File: src/rtl/axil_cmd_arbiter.sv
// Round-robin arbiter that funnels NUM_REQ simple command requesters onto one
// AXI4-Lite master port, one transaction at a time, and pulses the response back.
module axil_cmd_arbiter #(
    parameter int NUM_REQ    = 2,
    parameter int ADDR_WIDTH = 16,
    parameter int DATA_WIDTH = 32,
    parameter int STRB_WIDTH = 4
) (
    input  logic                             clk,
    input  logic                             rst_n,

    input  logic [NUM_REQ-1:0]               req_valid,
    output logic [NUM_REQ-1:0]               req_ready,
    input  logic [NUM_REQ-1:0]               req_write,
    input  logic [NUM_REQ*ADDR_WIDTH-1:0]    req_addr,
    input  logic [NUM_REQ*DATA_WIDTH-1:0]    req_wdata,
    input  logic [NUM_REQ*STRB_WIDTH-1:0]    req_wstrb,
    output logic [NUM_REQ-1:0]               rsp_valid,
    output logic [DATA_WIDTH-1:0]            rsp_rdata,
    output logic [1:0]                       rsp_resp,

    output logic [ADDR_WIDTH-1:0]            m_axil_awaddr,
    output logic [2:0]                       m_axil_awprot,
    output logic                             m_axil_awvalid,
    input  logic                             m_axil_awready,
    output logic [DATA_WIDTH-1:0]            m_axil_wdata,
    output logic [STRB_WIDTH-1:0]            m_axil_wstrb,
    output logic                             m_axil_wvalid,
    input  logic                             m_axil_wready,
    input  logic [1:0]                       m_axil_bresp,
    input  logic                             m_axil_bvalid,
    output logic                             m_axil_bready,
    output logic [ADDR_WIDTH-1:0]            m_axil_araddr,
    output logic [2:0]                       m_axil_arprot,
    output logic                             m_axil_arvalid,
    input  logic                             m_axil_arready,
    input  logic [DATA_WIDTH-1:0]            m_axil_rdata,
    input  logic [1:0]                       m_axil_rresp,
    input  logic                             m_axil_rvalid,
    output logic                             m_axil_rready
);

    localparam int IDX_W = (NUM_REQ > 1) ? $clog2(NUM_REQ) : 1;
    localparam logic [IDX_W-1:0] LAST_IDX = IDX_W'(NUM_REQ - 1);

    typedef enum logic [2:0] {
        IDLE,
        WR_REQ,
        WR_RESP,
        RD_REQ,
        RD_DATA,
        RSP
    } state_t;

    state_t                  state, state_nxt;
    logic [IDX_W-1:0]        last_grant;
    logic [IDX_W-1:0]        grant_p1;
    logic                    write_p1;
    logic [ADDR_WIDTH-1:0]   addr_p1;
    logic [DATA_WIDTH-1:0]   wdata_p1;
    logic [STRB_WIDTH-1:0]   wstrb_p1;
    logic                    aw_pend;
    logic                    w_pend;
    logic [DATA_WIDTH-1:0]   rdata_p2;
    logic [1:0]              resp_p2;

    logic                    win_found;
    logic [IDX_W-1:0]        win_idx;
    logic [IDX_W:0]          cand;

    // Search starts one past the last winner; one subtraction wraps since cand < 2*NUM_REQ.
    always_comb begin
        win_found = 1'b0;
        win_idx   = '0;
        cand      = '0;
        for (int k = 1; k <= NUM_REQ; k++) begin
            cand = {1'b0, last_grant} + (IDX_W+1)'(k);
            if (cand >= (IDX_W+1)'(NUM_REQ))
                cand = cand - (IDX_W+1)'(NUM_REQ);
            if (!win_found && req_valid[cand[IDX_W-1:0]]) begin
                win_found = 1'b1;
                win_idx   = cand[IDX_W-1:0];
            end
        end
    end

    always_comb begin
        state_nxt = state;
        case (state)
            IDLE:    if (win_found) state_nxt = req_write[win_idx] ? WR_REQ : RD_REQ;
            WR_REQ:  if (!(aw_pend && !m_axil_awready) && !(w_pend && !m_axil_wready))
                         state_nxt = WR_RESP;
            WR_RESP: if (m_axil_bvalid) state_nxt = RSP;
            RD_REQ:  if (m_axil_arready) state_nxt = RD_DATA;
            RD_DATA: if (m_axil_rvalid) state_nxt = RSP;
            RSP:     state_nxt = IDLE;
            default: state_nxt = IDLE;
        endcase
    end

    // p1: command captured at grant; p2: response captured from B/R channel
    always_ff @(posedge clk or negedge rst_n) begin
        if (!rst_n) begin
            state      <= IDLE;
            last_grant <= LAST_IDX;
            grant_p1   <= '0;
            write_p1   <= 1'b0;
            addr_p1    <= '0;
            wdata_p1   <= '0;
            wstrb_p1   <= '0;
            aw_pend    <= 1'b0;
            w_pend     <= 1'b0;
            rdata_p2   <= '0;
            resp_p2    <= '0;
        end else begin
            state <= state_nxt;
            case (state)
                IDLE: begin
                    if (win_found) begin
                        last_grant <= win_idx;
                        grant_p1   <= win_idx;
                        write_p1   <= req_write[win_idx];
                        addr_p1    <= req_addr[win_idx*ADDR_WIDTH +: ADDR_WIDTH];
                        wdata_p1   <= req_wdata[win_idx*DATA_WIDTH +: DATA_WIDTH];
                        wstrb_p1   <= req_wstrb[win_idx*STRB_WIDTH +: STRB_WIDTH];
                        aw_pend    <= 1'b1;
                        w_pend     <= 1'b1;
                    end
                end
                WR_REQ: begin
                    if (m_axil_awready) aw_pend <= 1'b0;
                    if (m_axil_wready)  w_pend  <= 1'b0;
                end
                WR_RESP: begin
                    if (m_axil_bvalid) begin
                        resp_p2  <= m_axil_bresp;
                        rdata_p2 <= '0;
                    end
                end
                RD_DATA: begin
                    if (m_axil_rvalid) begin
                        resp_p2  <= m_axil_rresp;
                        rdata_p2 <= m_axil_rdata;
                    end
                end
                default: ;
            endcase
        end
    end

    // Gated with rst_n so nothing is offered while reset is held.
    assign req_ready = (rst_n && state == IDLE && win_found) ? (NUM_REQ'(1) << win_idx) : '0;
    assign rsp_valid = (state == RSP) ? (NUM_REQ'(1) << grant_p1) : '0;
    assign rsp_rdata = rdata_p2;
    assign rsp_resp  = resp_p2;

    assign m_axil_awaddr  = addr_p1;
    assign m_axil_awprot  = 3'b000;
    assign m_axil_awvalid = (state == WR_REQ) && aw_pend;
    assign m_axil_wdata   = wdata_p1;
    assign m_axil_wstrb   = wstrb_p1;
    assign m_axil_wvalid  = (state == WR_REQ) && w_pend;
    assign m_axil_bready  = (state == WR_RESP);
    assign m_axil_araddr  = addr_p1;
    assign m_axil_arprot  = 3'b000;
    assign m_axil_arvalid = (state == RD_REQ);
    assign m_axil_rready  = (state == RD_DATA);

    logic unused_write;
    assign unused_write = write_p1;

endmodule

File: config.mk
export PLATFORM = sky130hd
export DESIGN_NAME = axil_cmd_arbiter
export DESIGN_NICKNAME = d
export VERILOG_FILES = /design/src/rtl/axil_cmd_arbiter.sv
export SDC_FILE = /design/constraint.sdc
export NUM_CORES = 1
export LEC_CHECK = 0
export ABC_AREA = 1
export CAP_MARGIN = 5
export CORE_MARGIN = 4
export CORE_UTILIZATION = 41
export DETAILED_ROUTE_END_ITERATION = 7
export PLACE_DENSITY = 0.91
export SYNTH_ARGS = -nofsm -noshare
export SYNTH_HDL_FRONTEND = slang
export SYNTH_SLANG_ARGS = --single-unit
File: constraint.sdc
create_clock -name clk -period 2.3 [get_ports clk]
set_input_delay 0.345 -clock clk [delete_from_list [all_inputs] [get_ports clk]]
set_output_delay 0.345 -clock clk [all_outputs]
set_load 0.005 [all_outputs]
==> out/metrics.csv <==
metric;value;unit
startpoint types;register;
Vias;4538;
I/O pins;268;
routing usage on met2;41.1;%
cts bufs inserted;9;
hold crit path type;in2async;
Async S/R FF share, synth;100;%
depth of the worst register-to-register path;6;
most numerous cell in the Yosys netlist;nand2_1;
post-route design area;7270;µm²
gr busiest metal;met2;
DPL Wire Length;11.3;mm
register bit total from synthesis;93;
setup repair after global routing missed its margin;false;
Fin Clk Skew;0.00814;ns
unique cell type count in the Yosys netlist;20;
layout cells sized above 1;5.16;%
ranking of synthesized cells by area;dfrtp_1 52%, nand2_1 17%, o21a_1 8.7%;
Row Count;37;
most frequent cells after synthesis;199 x nand2_1, 92 x dfrtp_1, 60 x nand3_1, 52 x o21a_1, 35 x o21ai_0;
critical path class;reg2out;
die height;112;µm
Synth top area share;51.6;%
first-pass GRT wire length;23.7;mm
Skew-Pair Late Insertion Delay;0.35;ns
vias in the first global route;4704;
max_slew headroom;43.2;%
deepest clock path buffer count;2;
Power Density;1170;nW/µm²
met1 usage;26.3;%
Synth Instances;535;
synthesized area per cell;8.34;µm²
area leader, netlist;dfrtp_1;
data required time at the worst endpoint;1.96;ns
Least-Margin Pin Slew;0.851;ns
CTS Sinks;93;
root buf cell;clkbuf_8;
core box area;10500;µm²
fin. max-slew vios;0;
status;finished, final reports clean;
Initial DRC Count;286;
Remaining Overflow, GRT;0;
starting density of the core;42.7;%
Layout Nets;921;
max cap viols;0;
sequential element share of the synthesized area;52.2;%
diode count;0;
CP max FO;3;
Die Area;12600;µm²
GR Util met3;7.12;%
remaining routing DRC violations;0;
EDFF count, synth;0;
Warnings, synthesis;0;
Final Setup Violations;0;
fin crit period;2.21;ns
Post-Route Setup TNS;0;ns
initial antenna violation count;0;
reg2reg setup slack;0.40;ns
H-tree depth reported by CTS;3;
Top FF cell, synth;dfrtp_1;
CTS tree;done;
Post-DRT Antenna Nets;0;
Vias/cell;4.98;
DRT Pass-1 Iters;4;
endpoint class of the critical path;primary output;
VDD IR max;0.623;mV
Synth-to-Final Area Change;62.9;%
Final Hold Fails;0;
final worst path period share;96.0;%
placed cell areas;7030;µm²
per-cell routed wire length;16.1;µm
GRT Util Overall;23.3;%
PortBufs;261;
Routed WL;14.7;mm
cell leakage power;0.00326;µW
GPL Wtd Cong;0.838;
Critical Path AT;1.86;ns
pin count of the biggest net entering global routing;88;
highest clock rate;453;MHz
die width;112;µm
clock transition at the registers of the reported paths;0.09;ns
Post-Syn Area;4460;µm²
==> layer usage <==
| layer | vias to the layer above | share of wire [%] | wire length, µm |
|---|---|---|---|
| met5 | - | 0 | 0 |
| met4 | 0 | 2.6 | 382 |
| met3 | 25 | 9.1 | 1330 |
| met2 | 206 | 50 | 7380 |
| met1 | 2138 | 38 | 5590 |
| li1 | 2169 | - | - |
==> what timing repair did <==
item,CTS,global route
setup endpoints to repair,1,5
setup buffers,0,1
hold buffers,0,0
resized for setup,1,4
==> path summary, 6_finish.rpt <==
path,from,to
setup / recovery,state[0]$_DFFE_PN0P_,req_ready[1]
hold / removal,rst_n,state[0]$_DFFE_PN0P_
setup reg to reg,state[2]$_DFFE_PN0P_,rsp_rdata[24]$_DFFE_PN0P_
hold reg to reg,last_grant$_DFFE_PN1P_,last_grant$_DFFE_PN1P_
max in group asynchronous,rst_n,m_axil_wdata[10]$_DFFE_PN0P_
min in group clk,last_grant$_DFFE_PN1P_,last_grant$_DFFE_PN1P_
==> layout make-up <==
cell class                 count  area [µm²]
fill                         806        3190
timing repair buffer         272        2710
sequential                    93        2330
multi-input combinational    374        1770
tap                          136         170
clock buffer                  12         155
inverter                      20        75.1
clock inverter                 4        70.1
==> registers in the layout, indices dropped and copies added, names as in the netlist, 2 cells and up <==
register       flops
rsp_rdata         32
state              3
m_axil_araddr     16
rsp_resp           2
m_axil_wstrb       4
m_axil_wdata      32
==> cells in the final DEF, fill, tap and decap left out <==
cell type	count
buf_12	1
buf_4	11
bufinv_16	2
clkbuf_1	1
clkbuf_8	11
clkdlybuf4s50_1	259
clkinv_2	2
conb_1	6
dfrtp_1	91
dfrtp_2	1
dfstp_2	1
dlymetal6s2s_1	1
inv_1	16
inv_2	4
nand2_1	198
nand2_2	2
nand3_1	60
nand3b_1	1
nor2_1	10
nor2_2	4
nor3_1	1
nor3_4	1
o211ai_1	2
o21a_1	52
o21ai_0	35
o21bai_1	2
==> through the flow <==
| stage | hold WS [ns] | total power [µW] | util (%) | worst slack [ns] | cells |
|---|---|---|---|---|---|
| final | 0.00713 | 8540 | 69.5 | 0.0925 | 911 |
| after global routing | 0.0131 | 9180 | 69.5 | 0.0120 | 911 |
| after CTS | 0.00184 | 8610 | 69.4 | 0.0148 | 910 |
| after detailed placement | 0.403 | 7360 | 67.2 | 0.0721 | 894 |
| after global placement | 0.387 | 7120 | 67.2 | 0.0380 | 894 |
| after floorplan | 0.0494 | 4860 | - | 0.729 | 540 |
==> logic make-up (layout without fill, tap and decap cells) <==
kind of cell | count (synthesis) | count (layout) | synth area share [%]
AO/OA/AOI/OAI | 91 | 91 | 13.3
AND/OR/NAND/NOR | 277 | 277 | 25.5
buffers and inverters | 73 | 308 | 8.88
other | 1 | 6 | 0.0840
flip-flops | 93 | 93 | 52.2
==> power by group <==
part | switching, µW | total, µW | leakage, µW | internal [µW]
registers | 492 | 2940 | 0.00112 | 2450
logic | 1820 | 4370 | 0.00203 | 2540
clock network | 560 | 1230 | 0.000116 | 670
==> critical path, stage by stage, from the launching register on <==
cell and delay [ns]:
dfrtp_2 0.41, nor2_2 0.14, inv_2 0.07, nor2_2 0.14
nand2_1 0.12, nor2_1 0.12, clkdlybuf4s50_1 0.52
No activity file was read; power rests on OpenSTA's default activity.
